**src/rtl/uart_axis.sv**
```systemverilog
// UART transceiver (8N1) with AXI-Stream byte interfaces on both directions.
// Bit time is prescale*8 clocks, latched at the start of every frame.
module uart_axis #(
    parameter int DATA_WIDTH = 8
) (
    input  logic                  clk,
    input  logic                  rst_n,
    input  logic [DATA_WIDTH-1:0] s_axis_tdata,
    input  logic                  s_axis_tvalid,
    output logic                  s_axis_tready,
    output logic [DATA_WIDTH-1:0] m_axis_tdata,
    output logic                  m_axis_tvalid,
    input  logic                  m_axis_tready,
    input  logic                  rxd,
    output logic                  txd,
    input  logic [15:0]           prescale,
    output logic                  tx_busy,
    output logic                  rx_busy,
    output logic                  rx_overrun_error,
    output logic                  rx_frame_error
);

    localparam int CNT_W = 19;
    localparam int IDX_W = $clog2(DATA_WIDTH + 2);

    typedef enum logic {TX_IDLE, TX_SHIFT} tx_state_e;
    typedef enum logic [1:0] {RX_IDLE, RX_START, RX_DATA, RX_STOP} rx_state_e;

    function automatic logic [15:0] eff_ps(input logic [15:0] ps);
        return (ps == 16'd0) ? 16'd1 : ps;
    endfunction

    // ---------------- transmitter ----------------
    tx_state_e             tx_state_q, tx_state_d;
    logic [CNT_W-1:0]      tx_cnt_q, tx_cnt_d;
    logic [CNT_W-1:0]      tx_len_q, tx_len_d;
    logic [IDX_W-1:0]      tx_idx_q, tx_idx_d;
    logic [DATA_WIDTH:0]   tx_shreg_q, tx_shreg_d;
    logic                  txd_q, txd_d;
    logic                  tx_rdy_q, tx_rdy_d;

    always_comb begin
        // NOTE: every always_comb output gets a default first so no path leaves it unassigned (no latch).
        tx_state_d = tx_state_q;
        tx_cnt_d   = tx_cnt_q;
        tx_len_d   = tx_len_q;
        tx_idx_d   = tx_idx_q;
        tx_shreg_d = tx_shreg_q;
        txd_d      = txd_q;
        case (tx_state_q)
            TX_IDLE: begin
                if (s_axis_tvalid && tx_rdy_q) begin
                    tx_len_d   = {eff_ps(prescale), 3'b000} - CNT_W'(1);
                    tx_cnt_d   = tx_len_d;
                    tx_shreg_d = {1'b1, s_axis_tdata};
                    tx_idx_d   = '0;
                    txd_d      = 1'b0;
                    tx_state_d = TX_SHIFT;
                end
            end
            TX_SHIFT: begin
                if (tx_cnt_q == '0) begin
                    tx_cnt_d = tx_len_q;
                    if (tx_idx_q == IDX_W'(DATA_WIDTH + 1)) begin
                        txd_d      = 1'b1;
                        tx_state_d = TX_IDLE;
                    end else begin
                        // Shift register holds the remaining data bits followed by the stop bit.
                        txd_d      = tx_shreg_q[0];
                        tx_shreg_d = tx_shreg_q >> 1;
                        tx_idx_d   = tx_idx_q + IDX_W'(1);
                    end
                end else begin
                    tx_cnt_d = tx_cnt_q - CNT_W'(1);
                end
            end
            default: tx_state_d = TX_IDLE;
        endcase
        tx_rdy_d = (tx_state_d == TX_IDLE);
    end

    // NOTE: clocked blocks use <= only, so every register sees pre-edge values of the others.
    always_ff @(posedge clk) begin
        if (!rst_n) begin
            tx_state_q <= TX_IDLE;
            tx_cnt_q   <= '0;
            tx_len_q   <= '0;
            tx_idx_q   <= '0;
            txd_q      <= 1'b1;
            tx_rdy_q   <= 1'b0;
        end else begin
            tx_state_q <= tx_state_d;
            tx_cnt_q   <= tx_cnt_d;
            tx_len_q   <= tx_len_d;
            tx_idx_q   <= tx_idx_d;
            txd_q      <= txd_d;
            tx_rdy_q   <= tx_rdy_d;
        end
    end

    // ---------------- receiver ----------------
    rx_state_e             rx_state_q, rx_state_d;
    logic [CNT_W-1:0]      rx_cnt_q, rx_cnt_d;
    logic [CNT_W-1:0]      rx_len_q, rx_len_d;
    logic [IDX_W-1:0]      rx_idx_q, rx_idx_d;
    logic [DATA_WIDTH-1:0] rx_shreg_q, rx_shreg_d;
    logic [DATA_WIDTH-1:0] rx_data_q, rx_data_d;
    logic                  rx_valid_q, rx_valid_d;
    logic                  rx_ovr_q, rx_ovr_d;
    logic                  rx_ferr_q, rx_ferr_d;
    logic                  rxd_meta_q, rxd_sync_q, rxd_prev_q;
    logic [15:0]           rx_ps;

    always_comb begin
        rx_state_d = rx_state_q;
        rx_cnt_d   = rx_cnt_q;
        rx_len_d   = rx_len_q;
        rx_idx_d   = rx_idx_q;
        rx_shreg_d = rx_shreg_q;
        rx_data_d  = rx_data_q;
        rx_valid_d = rx_valid_q && !m_axis_tready;
        rx_ovr_d   = 1'b0;
        rx_ferr_d  = 1'b0;
        rx_ps      = eff_ps(prescale);
        case (rx_state_q)
            RX_IDLE: begin
                if (rxd_prev_q && !rxd_sync_q) begin
                    rx_len_d   = {rx_ps, 3'b000} - CNT_W'(1);
                    rx_cnt_d   = {1'b0, rx_ps, 2'b00} - CNT_W'(1);
                    rx_state_d = RX_START;
                end
            end
            RX_START: begin
                if (rx_cnt_q == '0) begin
                    // A start bit that is high again at its midpoint was only a glitch.
                    if (rxd_sync_q) begin
                        rx_state_d = RX_IDLE;
                    end else begin
                        rx_cnt_d   = rx_len_q;
                        rx_idx_d   = '0;
                        rx_state_d = RX_DATA;
                    end
                end else begin
                    rx_cnt_d = rx_cnt_q - CNT_W'(1);
                end
            end
            RX_DATA: begin
                if (rx_cnt_q == '0) begin
                    rx_cnt_d   = rx_len_q;
                    rx_shreg_d = {rxd_sync_q, rx_shreg_q[DATA_WIDTH-1:1]};
                    if (rx_idx_q == IDX_W'(DATA_WIDTH - 1)) begin
                        rx_state_d = RX_STOP;
                    end else begin
                        rx_idx_d = rx_idx_q + IDX_W'(1);
                    end
                end else begin
                    rx_cnt_d = rx_cnt_q - CNT_W'(1);
                end
            end
            RX_STOP: begin
                if (rx_cnt_q == '0) begin
                    rx_state_d = RX_IDLE;
                    if (rxd_sync_q) begin
                        rx_data_d  = rx_shreg_q;
                        rx_valid_d = 1'b1;
                        rx_ovr_d   = rx_valid_q && !m_axis_tready;
                    end else begin
                        rx_ferr_d = 1'b1;
                    end
                end else begin
                    rx_cnt_d = rx_cnt_q - CNT_W'(1);
                end
            end
            default: rx_state_d = RX_IDLE;
        endcase
    end

    always_ff @(posedge clk) begin
        if (!rst_n) begin
            rxd_meta_q <= 1'b1;
            rxd_sync_q <= 1'b1;
            rxd_prev_q <= 1'b1;
            rx_state_q <= RX_IDLE;
            rx_cnt_q   <= '0;
            rx_len_q   <= '0;
            rx_idx_q   <= '0;
            rx_data_q  <= '0;
            rx_valid_q <= 1'b0;
            rx_ovr_q   <= 1'b0;
            rx_ferr_q  <= 1'b0;
        end else begin
            rxd_meta_q <= rxd;
            rxd_sync_q <= rxd_meta_q;
            rxd_prev_q <= rxd_sync_q;
            rx_state_q <= rx_state_d;
            rx_cnt_q   <= rx_cnt_d;
            rx_len_q   <= rx_len_d;
            rx_idx_q   <= rx_idx_d;
            rx_data_q  <= rx_data_d;
            rx_valid_q <= rx_valid_d;
            rx_ovr_q   <= rx_ovr_d;
            rx_ferr_q  <= rx_ferr_d;
        end
    end

    // NOTE: shift registers are not reset; each frame fully reloads them before they are read.
    always_ff @(posedge clk) begin
        tx_shreg_q <= tx_shreg_d;
        rx_shreg_q <= rx_shreg_d;
    end

    assign s_axis_tready    = tx_rdy_q;
    assign txd              = txd_q;
    assign tx_busy          = (tx_state_q == TX_SHIFT);
    assign m_axis_tdata     = rx_data_q;
    assign m_axis_tvalid    = rx_valid_q;
    assign rx_busy          = (rx_state_q != RX_IDLE);
    assign rx_overrun_error = rx_ovr_q;
    assign rx_frame_error   = rx_ferr_q;

endmodule

```
**config.mk**
```make
export PLATFORM = sky130hd
export DESIGN_NAME = uart_axis
export DESIGN_NICKNAME = d
export VERILOG_FILES = /design/src/rtl/uart_axis.sv
export SDC_FILE = /design/constraint.sdc
export NUM_CORES = 1
export LEC_CHECK = 0
export BUFFER_PORTS_ARGS = -buffer_cell sky130_fd_sc_hd__buf_2
export CORE_ASPECT_RATIO = 1.2
export CORE_MARGIN = 2
export CORE_UTILIZATION = 45
export CTS_CLUSTER_DIAMETER = 150
export DETAILED_ROUTE_END_ITERATION = 6
export PLACE_DENSITY_LB_ADDON = 0.05
export RECOVER_POWER = 100
export SETUP_SLACK_MARGIN = 0.1
export SLEW_MARGIN = 20
export SYNTH_ARGS = -nofsm -noshare
export SYNTH_HDL_FRONTEND = slang
export SYNTH_SLANG_ARGS = --single-unit
```
**constraint.sdc**
```tcl
create_clock -name clk -period 3 [get_ports clk]
set_input_delay 0.15 -clock clk [delete_from_list [all_inputs] [get_ports clk]]
set_output_delay 0.15 -clock clk [all_outputs]
set_load 0.05 [all_outputs]
```
==> tab_implementation.tex <==
\begin{tabular}{lr}
\hline
Metric & Value \\
\hline
\multicolumn{2}{l}{\textbf{Clock tree}} \\
\quad H-tree depth & 4 \\
\quad Latest clock arrival within the worst-skew pair & 0.42 ns \\
\quad Clock-pin slew on the worst setup and hold paths & 0.05 ns \\
\quad Buffers inserted during post-CTS setup optimization & 0 \\
\quad CTS tree & done \\
\quad Maximum root-to-sink buffer count & 2 \\
\quad Number of buffers created by CTS & 17 \\
\quad Clock root buffer & clkbuf\_16 \\
\quad Sink Count & approximately 120 \\
\multicolumn{2}{l}{\textbf{Place}} \\
\quad Routability Congestion & 0.910 \\
\quad Placed cell areas & 6430 um\^{}2 \\
\quad Half-perimeter wire length of the detailed placement result & 10800 um \\
\quad Cell total after placement & 873 \\
\quad Total of buffers placed on input and output ports & 43 \\
\multicolumn{2}{l}{\textbf{Timing}} \\
\quad Maximum clock frequency & 358 MHz \\
\quad Period utilisation layout & 0.931 \\
\quad Final min period & 2.79 ns \\
\quad Final hold violation count & 0 \\
\quad Worst rel slew slack & 0.0970 \\
\quad Least-Margin Pin Slew & 1.35 ns \\
\quad Count of final setup violators & 0 \\
\quad Fin. max-slew vios & 0 \\
\quad Clock Skews & 0.00735 ns \\
\quad Unrepaired setup endpoints after global routing & no \\
\quad Post-route setup TNS & 0 ns \\
\multicolumn{2}{l}{\textbf{Synth}} \\
\quad Cell area after technology mapping & 5890 um\^{}2 \\
\quad Share of synthesized registers carrying an async set or reset & 0 \\
\quad Most used flip-flop cell after synthesis & dfxtp\_1 \\
\quad Flip-flop and latch count after synthesis & roughly 120 \\
\quad Yosys warning count & 0 \\
\quad Mean area per synthesized cell & 8.76 um\^{}2 \\
\quad Count of flip-flops with a built-in enable after synthesis & 17 \\
\quad Count of cell types in the netlist & 74 \\
\quad Net count after synthesis & 712 \\
\quad Portion of the post-synthesis area used by sequential elements & 0.423 \\
\quad Post-synthesis cell count & 672 \\
\multicolumn{2}{l}{\textbf{Worst setup path}} \\
\quad Total buffers and inverters traversed by the critical path & 1 \\
\quad Critical path data required time & 3.31 ns \\
\quad Launching element type of the critical path & register \\
\quad WP data arrival & 3.11 ns \\
\quad CP max stage cell & or4b\_1 \\
\quad Critical path, cell by cell & or4\_4 > or4b\_1 > o31a\_1 > clkbuf\_1 > o31a\_1 > o32ai\_1 \\
\quad CP most frequent cell & o31a\_1 \\
\quad WS Path Type & reg -> reg \\
\quad Worst-path fanout max & 10 \\
\quad Crit path capture type & register \\
\quad Family with the most delay on the worst path & simple AND/OR/NAND/NOR gates \\
\quad Delay contributed by the slowest stage of the critical path & 0.74 ns \\
\multicolumn{2}{l}{\textbf{Power and ir drop}} \\
\quad Maximum vdd ir drop & around 0.43 mV \\
\quad Static leakage & 2.64 nW \\
\quad Internal cell power & 3.76 mW \\
\quad Comb power frac & 0.289 \\
\quad Sequential cell fraction of total power & 0.329 \\
\quad Net load switching power & $\sim$1.9 mW \\
\quad Total power density per cell area & 807 nW/um\^{}2 \\
\quad Fraction of power spent switching nets & 0.331 \\
\quad Portion of total power attributed to the clock network & 0.382 \\
\quad Total Power & 5.63 mW \\
\multicolumn{2}{l}{\textbf{Global routing}} \\
\quad Initial antenna violation count & 0 \\
\quad Via count of the first global-routing pass & about 5.1k \\
\quad Grt total ovfl & 0 \\
\quad First-pass GRT wire length & roughly 25000 um \\
\quad Combined global-route utilization of all metal layers & 0.234 \\
\quad Largest net degree at the start of global routing & 47 \\
\multicolumn{2}{l}{\textbf{Final layout}} \\
\quad Finished layout cell area & between 6000 and 7000 um\^{}2 \\
\quad Layout Cells excl Fill & 906 \\
\quad Area growth, synth to finish & 18.5\% \\
\quad Final net count & 769 \\
\quad Number of antenna diodes & 0 \\
\quad Fraction of layout cells with a size suffix above 1 & 0.136 \\
\quad Number of fillers in the final layout & 1229 \\
\multicolumn{2}{l}{\textbf{Die}} \\
\quad Die Y-Extent & between 100 and 150 um \\
\quad Standard cell core area & between 10000 and 15000 um\^{}2 \\
\quad Die boundary width & 108 um \\
\quad Total number of placement rows & 45 \\
\quad Initial Utilization & 0.463 \\
\quad I/O pin count & 44 \\
\quad DIE AREA & 14000 um\^{}2 \\
\multicolumn{2}{l}{\textbf{Drt}} \\
\quad Count of antenna-violating nets left after detailed routing & 0 \\
\quad Initial drt markers & $\sim$370 \\
\quad WL per Instance & 17.3 um \\
\quad Residual DRC count & 0 \\
\quad Detailed Routing Iterations Pass 1 & 5 \\
\quad Overall routed net length & approximately 16000 um \\
\quad Total via count in the routed design & 5212 \\
\quad Number of vias per cell after detailed routing & 5.75 \\
\multicolumn{2}{l}{\textbf{Outcome}} \\
\quad Run status & finished clean \\
\multicolumn{2}{l}{\textbf{Min path}} \\
\quad Hold WC Path Type & in -> reg \\
\multicolumn{2}{l}{\textbf{Flow run}} \\
\quad Maximum capacitance violations & 0 \\
\hline
\end{tabular}
==> synthesized netlist by cell type, types with 5 or more instances <==
master	n	area share
a211o_1	5	0.0074
a211oi_1	29	0.037
a21o_1	5	0.0064
a21oi_1	46	0.039
a221oi_1	12	0.018
and2_1	6	0.0064
clkbuf_1	36	0.023
dfxtp_1	99	0.34
edfxtp_1	17	0.087
ha_1	11	0.023
inv_1	12	0.0076
mux2_2	10	0.019
mux2i_1	12	0.020
nand2_1	58	0.037
nand2b_1	10	0.011
nand3_1	23	0.020
nand4_1	7	0.0074
nor2_1	87	0.055
nor3_1	19	0.016
nor3b_1	5	0.0064
nor4_1	9	0.0096
o211ai_1	10	0.013
o21ai_0	17	0.014
o21ai_1	6	0.0051
o31a_1	5	0.0074
o31ai_1	9	0.011
or3_1	6	0.0064
or4_1	5	0.0064
xnor2_1	12	0.018
xor2_1	18	0.027
==> layout by cell type (no fill, tap or decap), types with 4 or more instances in the layout <==
cell type | Yosys | layout
a211o_1 | 5 | 5
a211oi_1 | 29 | 29
a21o_1 | 5 | 5
a21oi_1 | 46 | 46
a221oi_1 | 12 | 12
and2_1 | 6 | 6
buf_2 | 0 | 27
buf_4 | 1 | 21
bufinv_16 | 0 | 4
clkbuf_1 | 36 | 28
clkbuf_16 | 0 | 17
clkinv_4 | 0 | 4
dfxtp_1 | 99 | 99
edfxtp_1 | 17 | 17
ha_1 | 11 | 11
inv_1 | 12 | 12
mux2_2 | 10 | 10
mux2i_1 | 12 | 12
nand2_1 | 58 | 58
nand2b_1 | 10 | 10
nand3_1 | 23 | 23
nand4_1 | 7 | 7
nor2_1 | 87 | 86
nor3_1 | 19 | 19
nor3b_1 | 5 | 5
nor4_1 | 9 | 9
o211ai_1 | 10 | 10
o21ai_0 | 17 | 21
o22ai_1 | 4 | 4
o31a_1 | 5 | 5
o31ai_1 | 9 | 9
or3_1 | 6 | 6
or4_1 | 5 | 5
xnor2_1 | 12 | 12
xor2_1 | 18 | 18
==> kinds of logic (layout without fill, tap and decap cells) <==
group                      Yosys count  after routing  synth area share
and+or+nand+nor                    259            259             0.218
AOI/OAI and AO/OA                  178            178             0.212
DFF                                116            116             0.423
buffers and inverters               55            125            0.0370
xor gates and xnor gates            30             30            0.0446
muxes                               23             23            0.0414
adders and majority gates           11             11            0.0234
==> routing by layer <==
layer	global-route usage	share of wire	up-vias
li1	-	-	2605
met1	0.280	0.43	2477
met2	0.412	0.51	105
met3	0.0483	0.038	25
met4	0.0882	0.018	0
met5	0	0	-
==> worst paths after layout <==
kind	end	depth (start not counted)	slack [ns]	startpoint
hold / removal	rx_overrun_error	3	0.009	m_axis_tready
setup / recovery	rx_cnt_q[14]	6	0.21	rx_cnt_q[2]
setup reg to reg	rx_cnt_q[14]	6	0.21	rx_cnt_q[2]
hold reg to reg	rxd_sync_q	1	0.42	rxd_meta_q
==> per-stage QoR <==
stage	utilization	setup slack (ns)	hold slack, ns
5_1_grt	0.548	0.0924	0.0126
2_1_floorplan	-	0.420	0.251
6_report	0.548	0.206	0.00929
3_5_place_dp	0.505	0.233	0.336
3_3_place_gp	0.505	0.386	0.337
4_1_cts	0.555	0.356	0.000135
==> worst reg2reg max path, cell delays in order, from the launching register on <==
cell and delay [ns]:
dfxtp_1 0.35, or4_4 0.58, or4b_1 0.74, o31a_1 0.40
clkbuf_1 0.29, o31a_1 0.20, o32ai_1 0.14
==> sequential cells by signal, indices dropped and copies added, names as in the netlist, named ones only <==
signal            flops
rx_cnt_q             19
tx_len_q             17
tx_cnt_q             19
rx_len_q             17
txd                   1
m_axis_tdata          8
s_axis_tready         1
tx_shreg_q            9
rx_shreg_q            8
tx_busy               1
rxd_sync_q            1
rx_idx_q              4
tx_idx_q              4
rxd_meta_q            1
rx_state_q            1
m_axis_tvalid         1
rxd_prev_q            1
rx_frame_error        1
rx_overrun_error      1
==> cell type report <==
class                      count  area (um^2)  area share
clock buffer                  19          443      0.0635
clock inverter                13          183      0.0262
inverter                      13         48.8     0.00700
multi-input combinational    501         3160       0.454
sequential                   116         2490       0.357
tap                          164          205      0.0294
timing repair buffer          80          439      0.0630
==> power by group through the flow <==
stage | combinational [mW] | sequential [mW] | clock [mW]
after detailed placement | 1.66 | 1.88 | 0
after floorplan | 1.22 | 1.85 | 0
after global placement | 1.63 | 1.88 | 0
after CTS | 1.67 | 1.85 | 2.18
after global routing | 1.80 | 1.87 | 2.26
final | 1.63 | 1.85 | 2.15
==> what timing repair did <==
| action | in CTS | in global routing |
|---|---|---|
| hold buffers | 1 | 0 |
| setup endpoints to repair | 0 | 0 |
| gates resized for setup | 0 | 0 |
| hold endpoints to repair | 1 | 0 |
No activity file was read; power rests on OpenSTA's default activity.
